$ cat src/rtl/decode.sv
// MIPS decode stage: register file with M/W forwarding, branch/jump
// resolution driving NPC, immediate extension and the D/E pipeline register.
module decode (
    input  logic        clk,
    input  logic        reset,
    input  logic [31:0] D_PC,
    input  logic [31:0] D_Ins,
    input  logic [31:0] F_PC,
    input  logic        E_Flush,
    input  logic [4:0]  M_A3,
    input  logic [31:0] M_WD,
    input  logic        W_WE,
    input  logic [4:0]  W_A3,
    input  logic [31:0] W_WD,
    output logic [31:0] NPC,
    output logic [4:0]  D_rs,
    output logic [4:0]  D_rt,
    output logic [31:0] E_PC,
    output logic [31:0] E_Ins,
    output logic [31:0] E_RS,
    output logic [31:0] E_RT,
    output logic [31:0] E_EXT,
    output logic [4:0]  E_A3
);

    localparam int unsigned DW = 32;
    localparam int unsigned AW = 5;
    localparam int unsigned NREG = 32;

    localparam logic [5:0] OP_RTYPE = 6'h00;
    localparam logic [5:0] OP_J     = 6'h02;
    localparam logic [5:0] OP_JAL   = 6'h03;
    localparam logic [5:0] OP_BEQ   = 6'h04;
    localparam logic [5:0] OP_ORI   = 6'h0D;
    localparam logic [5:0] OP_LUI   = 6'h0F;
    localparam logic [5:0] OP_LW    = 6'h23;
    localparam logic [5:0] OP_SW    = 6'h2B;
    localparam logic [5:0] FN_JR    = 6'h08;
    localparam logic [5:0] FN_ADDU  = 6'h21;
    localparam logic [5:0] FN_SUBU  = 6'h23;

    logic [DW-1:0] r_grf [NREG];

    logic [DW-1:0] r_e_pc, r_e_ins, r_e_rs, r_e_rt, r_e_ext;
    logic [AW-1:0] r_e_a3;

    logic [5:0]    w_op, w_funct;
    logic [AW-1:0] w_rs_a, w_rt_a, w_rd_a;
    logic [15:0]   w_imm;
    logic [25:0]   w_index;
    logic          w_addu, w_subu, w_jr, w_ori, w_lui, w_lw, w_sw, w_beq, w_j, w_jal;
    logic [DW-1:0] w_rs_v, w_rt_v, w_sext, w_ext, w_npc;
    logic [AW-1:0] w_a3;

    // Field extraction and opcode decode; anything unlisted falls out as a nop.
    always_comb begin
        w_op    = D_Ins[31:26];
        w_rs_a  = D_Ins[25:21];
        w_rt_a  = D_Ins[20:16];
        w_rd_a  = D_Ins[15:11];
        w_funct = D_Ins[5:0];
        w_imm   = D_Ins[15:0];
        w_index = D_Ins[25:0];

        w_addu = (w_op == OP_RTYPE) && (w_funct == FN_ADDU);
        w_subu = (w_op == OP_RTYPE) && (w_funct == FN_SUBU);
        w_jr   = (w_op == OP_RTYPE) && (w_funct == FN_JR);
        w_ori  = (w_op == OP_ORI);
        w_lui  = (w_op == OP_LUI);
        w_lw   = (w_op == OP_LW);
        w_sw   = (w_op == OP_SW);
        w_beq  = (w_op == OP_BEQ);
        w_j    = (w_op == OP_J);
        w_jal  = (w_op == OP_JAL);
    end

    // Operand select: $0, then M forward, then same-cycle W bypass, then GRF.
    always_comb begin
        w_rs_v = '0;
        w_rt_v = '0;
        if (w_rs_a == '0)
            w_rs_v = '0;
        else if (M_A3 == w_rs_a)
            w_rs_v = M_WD;
        else if (W_WE && (W_A3 == w_rs_a))
            w_rs_v = W_WD;
        else
            w_rs_v = r_grf[w_rs_a];

        if (w_rt_a == '0)
            w_rt_v = '0;
        else if (M_A3 == w_rt_a)
            w_rt_v = M_WD;
        else if (W_WE && (W_A3 == w_rt_a))
            w_rt_v = W_WD;
        else
            w_rt_v = r_grf[w_rt_a];
    end

    // Immediate extension, destination register and next-PC selection.
    always_comb begin
        w_sext = {{16{w_imm[15]}}, w_imm};

        w_ext = '0;
        if (w_ori)
            w_ext = {16'h0000, w_imm};
        else if (w_lw || w_sw || w_beq)
            w_ext = w_sext;
        else if (w_lui)
            w_ext = {w_imm, 16'h0000};

        w_a3 = '0;
        if (w_addu || w_subu)
            w_a3 = w_rd_a;
        else if (w_ori || w_lw || w_lui)
            w_a3 = w_rt_a;
        else if (w_jal)
            w_a3 = AW'(31);

        w_npc = F_PC + DW'(4);
        if (w_beq && (w_rs_v == w_rt_v))
            w_npc = D_PC + DW'(4) + {w_sext[29:0], 2'b00};
        else if (w_j || w_jal)
            w_npc = {D_PC[31:28], w_index, 2'b00};
        else if (w_jr)
            w_npc = w_rs_v;
    end

    // Register file; $0 is never written so it always reads as zero.
    always_ff @(posedge clk or negedge reset) begin
        if (!reset) begin
            for (int i = 0; i < int'(NREG); i++)
                r_grf[i] <= '0;
        end else if (W_WE && (W_A3 != '0)) begin
            r_grf[W_A3] <= W_WD;
        end
    end

    // D/E pipeline register; flush inserts an all-zero bubble.
    always_ff @(posedge clk or negedge reset) begin
        if (!reset) begin
            r_e_pc  <= '0;
            r_e_ins <= '0;
            r_e_rs  <= '0;
            r_e_rt  <= '0;
            r_e_ext <= '0;
            r_e_a3  <= '0;
        end else if (E_Flush) begin
            r_e_pc  <= '0;
            r_e_ins <= '0;
            r_e_rs  <= '0;
            r_e_rt  <= '0;
            r_e_ext <= '0;
            r_e_a3  <= '0;
        end else begin
            r_e_pc  <= D_PC;
            r_e_ins <= D_Ins;
            r_e_rs  <= w_rs_v;
            r_e_rt  <= w_rt_v;
            r_e_ext <= w_ext;
            r_e_a3  <= w_a3;
        end
    end

    assign NPC   = w_npc;
    assign D_rs  = w_rs_a;
    assign D_rt  = w_rt_a;
    assign E_PC  = r_e_pc;
    assign E_Ins = r_e_ins;
    assign E_RS  = r_e_rs;
    assign E_RT  = r_e_rt;
    assign E_EXT = r_e_ext;
    assign E_A3  = r_e_a3;

endmodule

$ cat config.mk
export PLATFORM = sky130hd
export DESIGN_NAME = decode
export DESIGN_NICKNAME = d
export VERILOG_FILES = /design/src/rtl/decode.sv
export SDC_FILE = /design/constraint.sdc
export NUM_CORES = 2
export LEC_CHECK = 0
export ABC_AREA = 1
export BUFFER_PORTS_ARGS = -buffer_cell sky130_fd_sc_hd__buf_2
export CORE_AREA = 2 2 355 357
export DETAILED_ROUTE_END_ITERATION = 6
export DIE_AREA = 0 0 357 359
export PLACE_DENSITY = 0.73
export SLEW_MARGIN = 20
export SYNTH_ARGS = -nofsm -noshare
export SYNTH_HDL_FRONTEND = slang
export SYNTH_SLANG_ARGS = --single-unit
export TNS_END_PERCENT = 50
$ cat constraint.sdc
create_clock -name clk -period 3.8 [get_ports clk]
set_clock_uncertainty 0.2 [all_clocks]
set_input_delay 0.38 -clock clk [delete_from_list [all_inputs] [get_ports clk]]
set_output_delay 0.38 -clock clk [all_outputs]
set_load 0.02 [all_outputs]
==> impl_metrics.json <==
{
  "status": "complete, but fails checks",
  "cts-root-buf": "clkbuf_16",
  "tns_ns": -9.651,
  "synth_cells": 9876,
  "wl_um": 305500,
  "dp_slack_ns": -0.6700,
  "grt_max_degree": 82,
  "crit_fanout": 20,
  "drive_gt1_share_pct": 16.18,
  "area_growth_pct": 23.59,
  "dpl.hpwl_um": 201700,
  "max_freq_mhz": 241.0,
  "floorplan.die_area_um2": 128200,
  "maxCapViolCount": 0,
  "drtIter0Drc": 12936,
  "fp-row-count": 130,
  "p_int_w": 0.02615,
  "final_common_cell": "nand2_1",
  "synth_edf_count": 0,
  "synth.yosys.seq_area_share_pct": 43.72,
  "p_switching_w": 0.01290,
  "total_power_w": 0.03905,
  "synth_seq_cells": 1189,
  "die_w_um": 357,
  "fin_nets": 10864,
  "grt_remaining_overflow": 0,
  "worst_pin_slew_ns": 1.105,
  "clk_latency_ns": 0.78,
  "clkPwrFrac_pct": 33.9,
  "worstHoldPathCells": 6,
  "path_buf_inv": 7,
  "syn_nets": 10109,
  "crit_path_frequent_cell": "nand2_1",
  "cts_tree": "built",
  "syn_area_um2": 68050,
  "reg2reg_to": "E_RT[0]",
  "cts_max_level": 4,
  "gp_routability_congestion": 1.059,
  "cp_slowest_cell": "buf_16",
  "finalCritPeriodShare_pct": 109.2,
  "grt_pass1_wl_um": 451200,
  "critPathCaptureType": "output port",
  "r2r_cells": 11,
  "finalSetupViolations": 32,
  "vias": 76885,
  "ys_types": 47,
  "pwr-share-seq_pct": 42.3,
  "initial_core_util_pct": 54.62,
  "worst_ep_arrival_time_ns": 3.57,
  "cts.sinks": 1189,
  "avgSynthCellArea_um2": 6.891,
  "min_path_type": "input port to flop",
  "drtAntennaViolNets": 0,
  "crit_type": "input port to output port",
  "ir_drop_uv": 414.1,
  "cts_buffer_depth": 3,
  "drc_errors": 26,
  "cts_buffers": 131,
  "min_from": "M_WD[2]",
  "ys_warn_count": 0,
  "finalHoldViolCount": 0,
  "relSlewSlack_pct": 26.15,
  "coreArea_um2": 124600,
  "io_buffer_count": 380,
  "grt_util_all_layers_pct": 46.59,
  "pin_count": 381,
  "final_cell_mix": "nand2_1, o21ai_0, dfrtp_1",
  "p_comb_share_pct": 23.8,
  "slowest_delay_ns": 0.21,
  "p_leak_nw": 41.65,
  "grt_pass1_vias": 71512,
  "crit_path_start_kind": "input port",
  "cellPowerDensity_nw_per_um2": 464.3,
  "dr.pass1.iters": 7,
  "die_h_um": 359,
  "vias_per_cell": 6.204,
  "sw_frac_of_total_pct": 33.04,
  "async_flop_share_pct": 100.0,
  "reg2reg_setup_slack_ns": 1.72,
  "cp_top_family": "simple AND/OR/NAND/NOR gates",
  "nFillCells": 10551,
  "regToRegStartpoint": "r_grf[448]",
  "antenna_found_initial": 24,
  "wl_per_cell_um": 24.65,
  "period_needed_ns": 4.149,
  "path_depth": 25,
  "synth-main-ff-cell": "dfrtp_1",
  "fin_ws_ns": -0.3495,
  "failed_checks": "design-rule violations, negative setup slack",
  "whs_endpoint": "E_RS[2]",
  "drv_slew": 0,
  "clk_pin_slew_worst_paths_ns": 0.05,
  "required_ns": 3.22,
  "holdWs_ns": 0.04946,
  "rsz0062_at_grt": "yes"
}
-- metrics by stage --
| step | instance area [µm²] | std cells | utilization, % |
|---|---|---|---|
| 2_1_floorplan | 68050 | 9876 | - |
| 3_3_place_gp | 76890 | 11965 | 61.71 |
| 3_5_place_dp | 76890 | 11965 | 61.71 |
| 4_1_cts | 83300 | 12347 | 66.86 |
| 5_1_grt | 84090 | 12386 | 67.49 |
| 6_report | 84100 | 12393 | 67.50 |
-- power by group through the flow --
stage          clock network [W]  logic, W  registers [W]
4_1_cts                   0.0132   0.00885         0.0164
6_report                  0.0132   0.00930         0.0165
3_3_place_gp                   0   0.00835         0.0165
5_1_grt                   0.0137    0.0102         0.0167
3_5_place_dp                   0   0.00857         0.0166
2_1_floorplan                  0   0.00513         0.0163
-- sequential cells by signal, summed over array words and instances (netlist names) --
name	cells
r_grf	1024
E_EXT	32
E_Ins	32
E_PC	32
E_RS	32
E_RT	32
E_A3	5
-- metal layers --
layer | wire, µm | track usage (%) | part of all wire (%) | up-vias
li1 | - | - | - | 33481
met1 | 108100 | 59.12 | 35 | 35576
met2 | 126800 | 66.62 | 41 | 6324
met3 | 45160 | 15.57 | 15 | 1484
met4 | 25060 | 32.61 | 8.2 | 20
met5 | 480 | 1.019 | 0.16 | -
-- tightest hold or removal path: stages --
cell	delay, ns
buf_2	0.14
nor2_1	0.11
nor2_1	0.07
nand2_2	0.10
buf_4	0.12
nor2_1	0.04
-- cells in the mapped netlist (all sizes together) (18+ instances only) --
cell / number / area share, %
o21ai: 1293 / 9.5
o211ai: 77 / 0.85
buf: 400 / 3.2
a21oi: 338 / 2.5
nand2: 3468 / 19
inv: 440 / 2.4
nor3: 29 / 0.22
dfrtp: 1189 / 44
xnor2: 18 / 0.23
xor2: 40 / 0.51
clkbuf: 401 / 2.2
nor2: 826 / 4.6
ha: 58 / 1.1
nand3: 1199 / 8.8
nand4: 27 / 0.25
-- kinds of logic after synthesis --
| group | share of synthesized area (%) |
|---|---|
| xor+xnor | 0.7465 |
| fa+ha+maj | 1.096 |
| flops | 43.72 |
| buf+inv | 7.862 |
| compound gates | 13.34 |
| simple gates | 33.24 |
-- area by class of cell --
class	count	area (µm²)	area share (%)
repair buffers	1423	12270	14.59
flip-flops and latches	1189	29750	35.38
diodes	17	42.54	0.05058
multi-input cells	7444	33920	40.33
inverters	442	1722	2.047
well taps	1650	2064	2.455
clock inverters	31	469.2	0.5579
clock buffers	197	3862	4.593
-- worst max path at each step --
stage,from,to,slack [ns]
after floorplan,D_PC[5],NPC[20],0.68
after global placement,D_Ins[16],NPC[13],-0.58
after detailed placement,D_Ins[16],NPC[8],-0.67
after CTS,r_grf[872],NPC[27],-0.25
after global routing,r_grf[508],NPC[11],-0.47
final,D_Ins[21],NPC[11],-0.35
-- timing repair --
action | in CTS | in global routing
setup endpoints to repair | 32 | 32
endpoints found under the hold margin | 588 | 0
hold buffers | 148 | 0
gates cloned | 0 | 2
gates resized for setup | 156 | 137
pin swaps | 37 | 40
buffers inserted | 7 | 27
No activity file was read; power rests on OpenSTA's default activity.
